**config.mk**
```make
export PLATFORM = sky130hd
export DESIGN_NAME = iterative_multiplier
export DESIGN_NICKNAME = d
export VERILOG_FILES = /design/src/rtl/iterative_multiplier.sv
export SDC_FILE = /design/constraint.sdc
export NUM_CORES = 1
export LEC_CHECK = 0
export ABC_AREA = 0
export CORE_UTILIZATION = 41
export DETAILED_ROUTE_END_ITERATION = 7
export HOLD_SLACK_MARGIN = 0.03
export PLACE_DENSITY = 0.7
export SLEW_MARGIN = 5
export SYNTH_ARGS = -nofsm -noshare
export SYNTH_HDL_FRONTEND = slang
export SYNTH_SLANG_ARGS = --single-unit
```
**constraint.sdc**
```tcl
create_clock -name clk -period 28.4 [get_ports clk]
set_clock_uncertainty 0.05 [all_clocks]
set_input_delay 5.68 -clock clk [delete_from_list [all_inputs] [get_ports clk]]
set_output_delay 5.68 -clock clk [all_outputs]
set_load 0.02 [all_outputs]
```
**src/rtl/iterative_multiplier.sv**
```systemverilog
// Multi-bit-per-cycle shift-add multiplier for the RV32M MUL/MULH/MULHSU/MULHU ops.
// Define ITER_MUL_EARLY_TERM_EN to finish early once the remaining multiplier bits are zero.
module iterative_multiplier #(
  parameter int unsigned OPERAND_WIDTH  = 32,
  parameter int unsigned BITS_PER_CYCLE = 2,
  parameter int unsigned TAG_WIDTH      = 6
) (
  input  logic                     clk,
  input  logic                     rst_n,
  input  logic                     flush,
  input  logic                     in_valid,
  output logic                     in_ready,
  input  logic [1:0]               in_op,
  input  logic [OPERAND_WIDTH-1:0] in_a,
  input  logic [OPERAND_WIDTH-1:0] in_b,
  input  logic [TAG_WIDTH-1:0]     in_tag,
  output logic                     out_valid,
  input  logic                     out_ready,
  output logic [OPERAND_WIDTH-1:0] out_result,
  output logic [TAG_WIDTH-1:0]     out_tag,
  output logic                     busy
);

  localparam int unsigned W     = OPERAND_WIDTH;
  localparam int unsigned K     = BITS_PER_CYCLE;
  localparam int unsigned PW    = 2 * W;
  localparam int unsigned STEPS = W / K;
  localparam int unsigned CW    = $clog2(STEPS + 1);

  typedef enum logic [1:0] {
    IDLE = 2'd0,
    CALC = 2'd1,
    DONE = 2'd2
  } state_e;

  state_e               state_q, state_d;
  logic [1:0]           op_q, op_d;
  logic [TAG_WIDTH-1:0] tag_q, tag_d;
  logic [PW-1:0]        a_q, a_d;
  logic [W:0]           b_q, b_d;
  logic [PW-1:0]        acc_q, acc_d;
  logic                 neg_q, neg_d;
  logic [CW-1:0]        cnt_q, cnt_d;
  logic [W-1:0]         res_q, res_d;
  logic [TAG_WIDTH-1:0] otag_q, otag_d;
  logic                 in_ready_q, out_valid_q, busy_q;

  // Operand magnitude extraction for the accept cycle
  logic       a_signed, b_signed, a_neg, b_neg;
  logic [W:0] a_sx, b_sx, a_mag, b_mag;

  always_comb begin
    a_signed = (in_op != 2'b11);
    b_signed = ~in_op[1];
    a_neg    = a_signed & in_a[W-1];
    b_neg    = b_signed & in_b[W-1];
    a_sx     = {a_neg, in_a};
    b_sx     = {b_neg, in_b};
    a_mag    = a_neg ? (~a_sx + (W+1)'(1)) : a_sx;
    b_mag    = b_neg ? (~b_sx + (W+1)'(1)) : b_sx;
  end

  // K-bit partial product by shift-and-add, then signed finalisation
  logic [PW-1:0] pp, acc_sum, prod;
  logic [W-1:0]  fin_result;
  logic          early, last, fin;

`ifdef ITER_MUL_EARLY_TERM_EN
  assign early = (b_q == '0);
`else
  assign early = 1'b0;
`endif

  always_comb begin
    pp = '0;
    for (int unsigned j = 0; j < K; j++) begin
      if (b_q[j]) pp = pp + (a_q << j);
    end
    acc_sum    = acc_q + pp;
    prod       = neg_q ? (~acc_sum + PW'(1)) : acc_sum;
    fin_result = (op_q == 2'b00) ? prod[W-1:0] : prod[PW-1:W];
    last       = (cnt_q == CW'(STEPS - 1));
  end

  always_comb begin
    state_d = state_q;
    op_d    = op_q;
    tag_d   = tag_q;
    a_d     = a_q;
    b_d     = b_q;
    acc_d   = acc_q;
    neg_d   = neg_q;
    cnt_d   = cnt_q;
    res_d   = res_q;
    otag_d  = otag_q;
    fin     = 1'b0;
    case (state_q)
      IDLE: begin
        if (in_valid) begin
          op_d    = in_op;
          tag_d   = in_tag;
          a_d     = {{(W-1){1'b0}}, a_mag};
          b_d     = b_mag;
          neg_d   = (a_neg ^ b_neg) & (in_a != '0) & (in_b != '0);
          acc_d   = '0;
          cnt_d   = '0;
          state_d = CALC;
        end
      end
      CALC: begin
        a_d   = a_q << K;
        b_d   = b_q >> K;
        acc_d = acc_sum;
        cnt_d = cnt_q + CW'(1);
        if (last || early) begin
          fin     = 1'b1;
          state_d = DONE;
        end
      end
      DONE: begin
        if (out_ready) state_d = IDLE;
      end
      default: state_d = IDLE;
    endcase
    // flush overrides every transition and suppresses the result load
    if (flush) begin
      state_d = IDLE;
    end else if (fin) begin
      res_d  = fin_result;
      otag_d = tag_q;
    end
  end

  always_ff @(posedge clk or negedge rst_n) begin
    if (!rst_n) begin
      state_q     <= IDLE;
      op_q        <= '0;
      tag_q       <= '0;
      a_q         <= '0;
      b_q         <= '0;
      acc_q       <= '0;
      neg_q       <= 1'b0;
      cnt_q       <= '0;
      res_q       <= '0;
      otag_q      <= '0;
      in_ready_q  <= 1'b1;
      out_valid_q <= 1'b0;
      busy_q      <= 1'b0;
    end else begin
      state_q     <= state_d;
      op_q        <= op_d;
      tag_q       <= tag_d;
      a_q         <= a_d;
      b_q         <= b_d;
      acc_q       <= acc_d;
      neg_q       <= neg_d;
      cnt_q       <= cnt_d;
      res_q       <= res_d;
      otag_q      <= otag_d;
      in_ready_q  <= (state_d == IDLE);
      out_valid_q <= (state_d == DONE);
      busy_q      <= (state_d != IDLE);
    end
  end

  assign in_ready   = in_ready_q;
  assign out_valid  = out_valid_q;
  assign busy       = busy_q;
  assign out_result = res_q;
  assign out_tag    = otag_q;

endmodule

```
==> impl_metrics.yaml <==
power:
  p_per_area_nw_per_um2: 70.9
  share_seq_of_total_power_pct: 24.8
  share_of_total_power_in_the_clock_network_pct: 20.5
  peak_supply_drop_uv: 53.7
  leakagePower_nw: 10.1
  net-switching-power_uw: 833
  combPwrFrac_pct: 54.6
  internal-power_uw: 863
  switching_fraction_pct: 49.1
final_layout:
  most_used_cells_in_the_layout_excluding_fill_and_tap_cells: "348 x nand2_1, 255 x o21ai_0, 221 x a21oi_1"
  layout.filler_cells: 5154
  layout.cells.most_common: "nand2_1"
  area_growth_pct: 10.7
  final-seq-area_um2: 5460
  layout-drive-gt1-share_pct: 5.80
  number_of_diodes_added_for_antenna_fixing: 0
  stdcell_count: 3471
  multi_input_gate_area_um2: 15200
  finish.net_count: 2957
detailed_routing:
  detail_route.iter0.violations: 2051
  route.final.wire_length_mm: 73.9
  avgRoutedWirePerCell_um: 21.3
  postRouteAntennaNets: 0
  drt_drc_violations_left: 0
  via_count: 22078
  vias_per_cell: 6.36
  first_pass_iters: 6
critical_path:
  crit_path_dat_ns: 9.56
  timing_worst_setup_path_type: "reg2reg"
  critPathMaxStageDelay_ns: 1.06
  start_kind: "flip-flop"
  timing.critical_path.to_type: "flip-flop"
  critPathSlowestCell: "a2111oi_1"
  crit_family: "compound AO/OA/AOI/OAI gates"
  timing.critical_path.fanout_max: 32
  crit_required_ns: 28.84
  cpMostUsedCell: "o21ai_0"
  critical_path_buf_inv_count: 3
global_route:
  grt_pass1_vias: 21201
  initial_antenna_violation_count: 0
  globalRouteMet2Util_pct: 46.7
  use_met3_pct: 2.92
  use_met1_pct: 33.8
  grt.busiest_layer: "met2"
  grt.overflow.total: 0
  gr-usage-all-layers_pct: 27.0
  grt_pass1_wl_mm: 117
  grt_max_degree: 109
timing:
  unrepaired_setup_endpoints_after_global_routing: "false"
  maxSlewHeadroom_pct: 15.6
  hold_viol_final: 0
  timing.final.setup_violations: 0
  layout_worst_path_cycle_share_pct: 32.1
  finalWorstPathRequiredPeriod_ns: 9.11
  timing.hold.ws_ns: 0.420
  fin_tns_setup_ns: 0
  clock.fmax_mhz: 110
  slew_viol_final: 0
  worstMarginPinSlew_ns: 1.26
  setup_slack_after_layout_ns: 19.29
die:
  die-width_um: 232
  dieArea_um2: 53600
  start_util_pct: 41.8
  num_rows: 83
  dieHeight_um: 232
  placeableCoreArea_um2: 51700
  io_pins: 118
clock_network:
  cts.root.buffer_cell: "clkbuf_16"
  cts_hold_buf: 0
  clk_transition_reported_paths_ns: 0.06
  clock_latency_ns: 0.59
  ctsLongestPathBuffers: 3
  htreeDepth: 1
  post_cts_buffers: 0
  clock_sinks: 218
  number_of_clock_buffers_inserted_by_tritoncts: 27
  cts_tree: "yes"
  ctsResizeCount: 0
synthesis:
  syn-mean-instance-area_um2: 7.73
  synth_top_flop_cell: "dfrtp_1"
  post_synth_num_cell_types: 104
  yosysSeqAreaShare_pct: 25.2
  synthArstFlopShare_pct: 100
  cell_area_after_synthesis_um2: 21600
  synth_edf_count: 0
  yosys_warnings: 0
  ys_ff_latch: 218
  synth_fp_nets: 2982
  synthesis.instances: 2795
placement:
  hpwl_mm: 55.5
  gp_congestion: 0.982
  port_buffers: 117
  placedCellCount: 3421
  dp_slack_ns: 19.40
worst_hold_path:
  min-delay-path-class: "reg2reg"
outcome:
  status: "finished clean"
run:
  timing.max_cap.violations: 0
-- flip-flops by register name (all words and copies together) (netlist names) --
name / cells
b_q: 33
in_ready: 1
a_q: 64
tag_q: 6
op_q: 2
state_q: 2
acc_q: 64
out_result: 32
cnt_q: 5
out_valid: 1
neg_q: 1
out_tag: 6
busy: 1
-- final timing paths --
kind | end | slack [ns] | cells past startpoint | from
setup / recovery | out_result[29]$_DFFE_PN0P_ | 19.29 | 33 | b_q[0]$_DFFE_PN0P_
hold / removal | out_tag[2]$_DFFE_PN0P_ | 0.42 | 2 | tag_q[2]$_DFFE_PN0P_
hold reg to reg | out_tag[2]$_DFFE_PN0P_ | 0.42 | 2 | tag_q[2]$_DFFE_PN0P_
max in group asynchronous | acc_q[21]$_DFFE_PN0P_ | 21.56 | 2 | rst_n
setup reg to reg | out_result[29]$_DFFE_PN0P_ | 19.29 | 33 | b_q[0]$_DFFE_PN0P_
min in group asynchronous | a_q[42]$_DFFE_PN0P_ | 5.10 | 1 | rst_n
-- worst min-delay path, cell delays in order, from the launching register on --
cell	delay, ns
dfrtp_1	0.34
nand2_1	0.05
nand2_1	0.05
-- cells in the mapped netlist (16+ instances only) --
cell | number | share of area [%]
a22o_1 | 76 | 3.1
inv_1 | 53 | 0.92
a21o_1 | 66 | 2.3
o22ai_1 | 39 | 1.1
nand3_1 | 56 | 1.3
o41ai_1 | 17 | 0.69
o31ai_1 | 38 | 1.3
nand4_1 | 39 | 1.1
and2_1 | 59 | 1.7
nand2_1 | 348 | 6.0
a21oi_1 | 221 | 5.1
dfrtp_1 | 217 | 25
nor4_1 | 17 | 0.49
a22oi_1 | 61 | 2.1
xnor2_1 | 109 | 4.4
buf_2 | 20 | 0.46
ha_1 | 108 | 6.3
a31oi_1 | 25 | 0.72
nor2_1 | 164 | 2.8
o211ai_1 | 30 | 1.0
a211oi_1 | 16 | 0.56
mux2_2 | 22 | 1.1
o21a_1 | 31 | 1.1
xor2_1 | 88 | 3.6
nor2b_1 | 25 | 0.72
o21bai_1 | 18 | 0.63
o21ai_0 | 255 | 5.9
or3_1 | 28 | 0.81
nor3_1 | 66 | 1.5
nand2b_1 | 32 | 0.93
clkbuf_1 | 151 | 2.6
and3_1 | 22 | 0.64
-- cells by family after synthesis --
logic type      after synthesis  share of synthesized area, %
flops                       218                          25.2
compound gates             1045                          32.4
xor+xnor                    197                          7.98
simple gates                942                          21.5
buf+inv                     246                          4.61
mux                          36                          1.79
fa+ha+maj                   111                          6.48
-- power groups by stage --
stage	Sequential (mW)	Combinational [mW]	Clock [mW]
2_1_floorplan	0.379	0.675	0
6_report	0.421	0.927	0.348
3_3_place_gp	0.423	0.892	0
3_5_place_dp	0.424	0.901	0
4_1_cts	0.419	0.905	0.352
5_1_grt	0.429	0.997	0.364
-- stage by stage --
step	power, mW	util [%]	area, um2
floorplan	1.05	-	21600
global placement	1.32	44.6	23000
detailed placement	1.33	44.6	23000
CTS	1.68	46.2	23900
global route	1.79	46.2	23900
finish	1.70	46.2	23900
-- per-layer routing --
metal / share of wire [%] / wire (um)
met5: 0 / 0
met2: 48 / 35500
met3: 5.2 / 3830
met1: 42 / 31300
met4: 4.4 / 3280
-- final cells by class --
type	instances	area share [%]
clock inverter	15	0.518
multi-input combinational	2331	63.6
tap	680	3.56
inverter	55	0.863
sequential	218	22.8
clock buffer	35	3.12
timing repair buffer	137	5.55
No activity file was read; power rests on OpenSTA's default activity.
==> edit: new RTL, same flow settings <==
One comparison of `cnt_q` changes from == to >=.
--- a/src/rtl/iterative_multiplier.sv
+++ b/src/rtl/iterative_multiplier.sv
@@ -80,5 +80,5 @@
     prod       = neg_q ? (~acc_sum + PW'(1)) : acc_sum;
     fin_result = (op_q == 2'b00) ? prod[W-1:0] : prod[PW-1:W];
-    last       = (cnt_q == CW'(STEPS - 1));
+    last       = (cnt_q >= CW'(STEPS - 1));
   end
 
Behaviour: same outputs for any inputs over 10 cycles, from zero or initial values and one cycle with rst_n low; that may be too few to reach the edited logic, so the function may still have changed.
==> edit against the unedited design <==
Total power is 2.5% higher. Final area is 1.5% higher. Synthesized area is 0.55% higher. Largest cell class unchanged. Sequential cell count stayed put. Fmax is 5.9% lower. Combinational power is 0.5% higher. Sequential share of layout area is 0.35 points lower. Setup slack worse by 0.57 ns. Routed wire length is 6.1% lower. Utilization is 0.064 points higher.
==> edit: results (changes against the unedited design) <==
metric,value,unit,change
ys async rst share,100,%,unchanged
"Largest stage delay, worst path",0.94,ns,-0.12 ns
P_int,0.000916,W,+6.1%
final wirelength,69.4,mm,-6.1%
antenna violations before repair,1,,+1
Worst Tran Pin Value,1.20,ns,-0.0649 ns
vias in the first global route,20600,,-3.0%
register area share after synthesis,25.1,%,-0.14 points
layout cell share with drive strength beyond 1,5.77,%,-0.037 points
Avg WL per Cell,19.3,um,-9.5%
DR vias,22000,,-0.39%
"Arr. time, crit path",10.11,ns,+0.55 ns
Longest Clk Path Bufs,3,,unchanged
H-tree Lvls,1,,unchanged
FF-to-FF path depth,31,,-6.1%
ranking of synthesized cells by area,"dfrtp_1 (25%), a21oi_1 (6.2%), ha_1 (6.2%), nand2_1 (6.2%), o21ai_0 (5.8%)",,
number of CTS-inserted buffers,29,,+7.4%
Peak VDD IR,0.0720,mV,+34%
DRT iter0 DRCs,1871,,-8.8%
overall routing resource usage,25.4,%,-1.6 points
Commonest cells post-synth,"nand2_1 (357), a21oi_1 (271), o21ai_0 (253)",,
Regs by FF count,"a_q (64), acc_q (64), b_q (33)",,
Setup WS pre-CTS,18.95,ns,-0.451 ns
Met2 Wirelength,31.8,mm,-11%
ant diodes,0,,unchanged
setup TNS after final layout,0,ns,unchanged
# nets final,3078,,+4.1%
Placer Congestion,1.03,,+4.8%
grt met2 use,41.0,%,-5.8 points
Leakage,10.3,nW,+1.8%
Cells after DPL,3548,,+3.7%
CP max FO,96,,+200%
switching part of the total,47.3,%,-1.8 points
DP HPWL,51.7,mm,-6.9%
GR Layer Usage met3,4.03,%,+1.1 points
M1 WL,30.2,mm,-3.3%
status,"complete, no violations",,
cell count after synthesis,2903,,+3.9%
DP Area,0.0233,mm2,+1.2%
first-pass GRT wire length,111,mm,-4.6%
Clk pwr share,21.5,%,+1.0 points
crit path max-delay cell type,dfrtp_4,,
synth unique cells,96,,-7.7%
Top Layer Used,met5,,
largest net degree at the start of global routing,128,,+17%
M1 GR Usage,33.6,%,-0.22 points
total combinational power,0.000932,W,+0.5%
Routed met3 length,4.45,mm,+16%
edit: cell types whose count changed in the layout (fill, tap and decap cells not counted), moves of 12 or more:
cell / unedited run / this run
nor2_1: 161 / 233
a21oi_1: 221 / 271
a22oi_1: 61 / 18
o22ai_1: 39 / 71
a211oi_1: 16 / 42
buf_4: 20 / 34
nand2b_1: 32 / 18
inv_1: 53 / 66
nor4_1: 17 / 30
and3_1: 22 / 34
edit: path summary, 6_finish.rpt:
check,startpoint,endpoint,slack [ns]
worst max-delay path,b_q[0]$_DFFE_PN0P_,out_result[31]$_DFFE_PN0P_,18.71
max in group asynchronous,rst_n,b_q[0]$_DFFE_PN0P_,22.05
worst min register to register,tag_q[5]$_DFFE_PN0P_,out_tag[5]$_DFFE_PN0P_,0.41
worst min-delay path,tag_q[5]$_DFFE_PN0P_,out_tag[5]$_DFFE_PN0P_,0.41
min in group asynchronous,rst_n,a_q[38]$_DFFE_PN0P_,5.06
worst max register to register,b_q[0]$_DFFE_PN0P_,out_result[31]$_DFFE_PN0P_,18.71
edit: worst max-delay path: cells and delay by family (launching register included):
kind	cells	cell delay [ns]
AO/OA/AOI/OAI	11	3.43
flip-flops	1	0.94
multiplexers	1	0.29
XOR/XNOR	1	0.14
AND/OR/NAND/NOR	13	3.56
buffers and inverters	2	0.13
adder cells (fa/ha/maj)	3	0.98
edit: area by class of cell:
type	instances	area, um2
Clock inverter	14	125
Sequential cell	218	5460
Clock buffer	39	843
Multi-Input combinational cell	2422	15300
Tap cell	688	861
Timing Repair Buffer	152	1450
Fill cell	5211	28200
Inverter	68	255
edit: cells by family after synthesis:
group | share of synthesized area (%)
compound gates | 30.3
simple gates | 23.0
buf+inv | 4.71
xor+xnor | 8.13
fa+ha+maj | 6.49
mux | 2.31
flops | 25.1
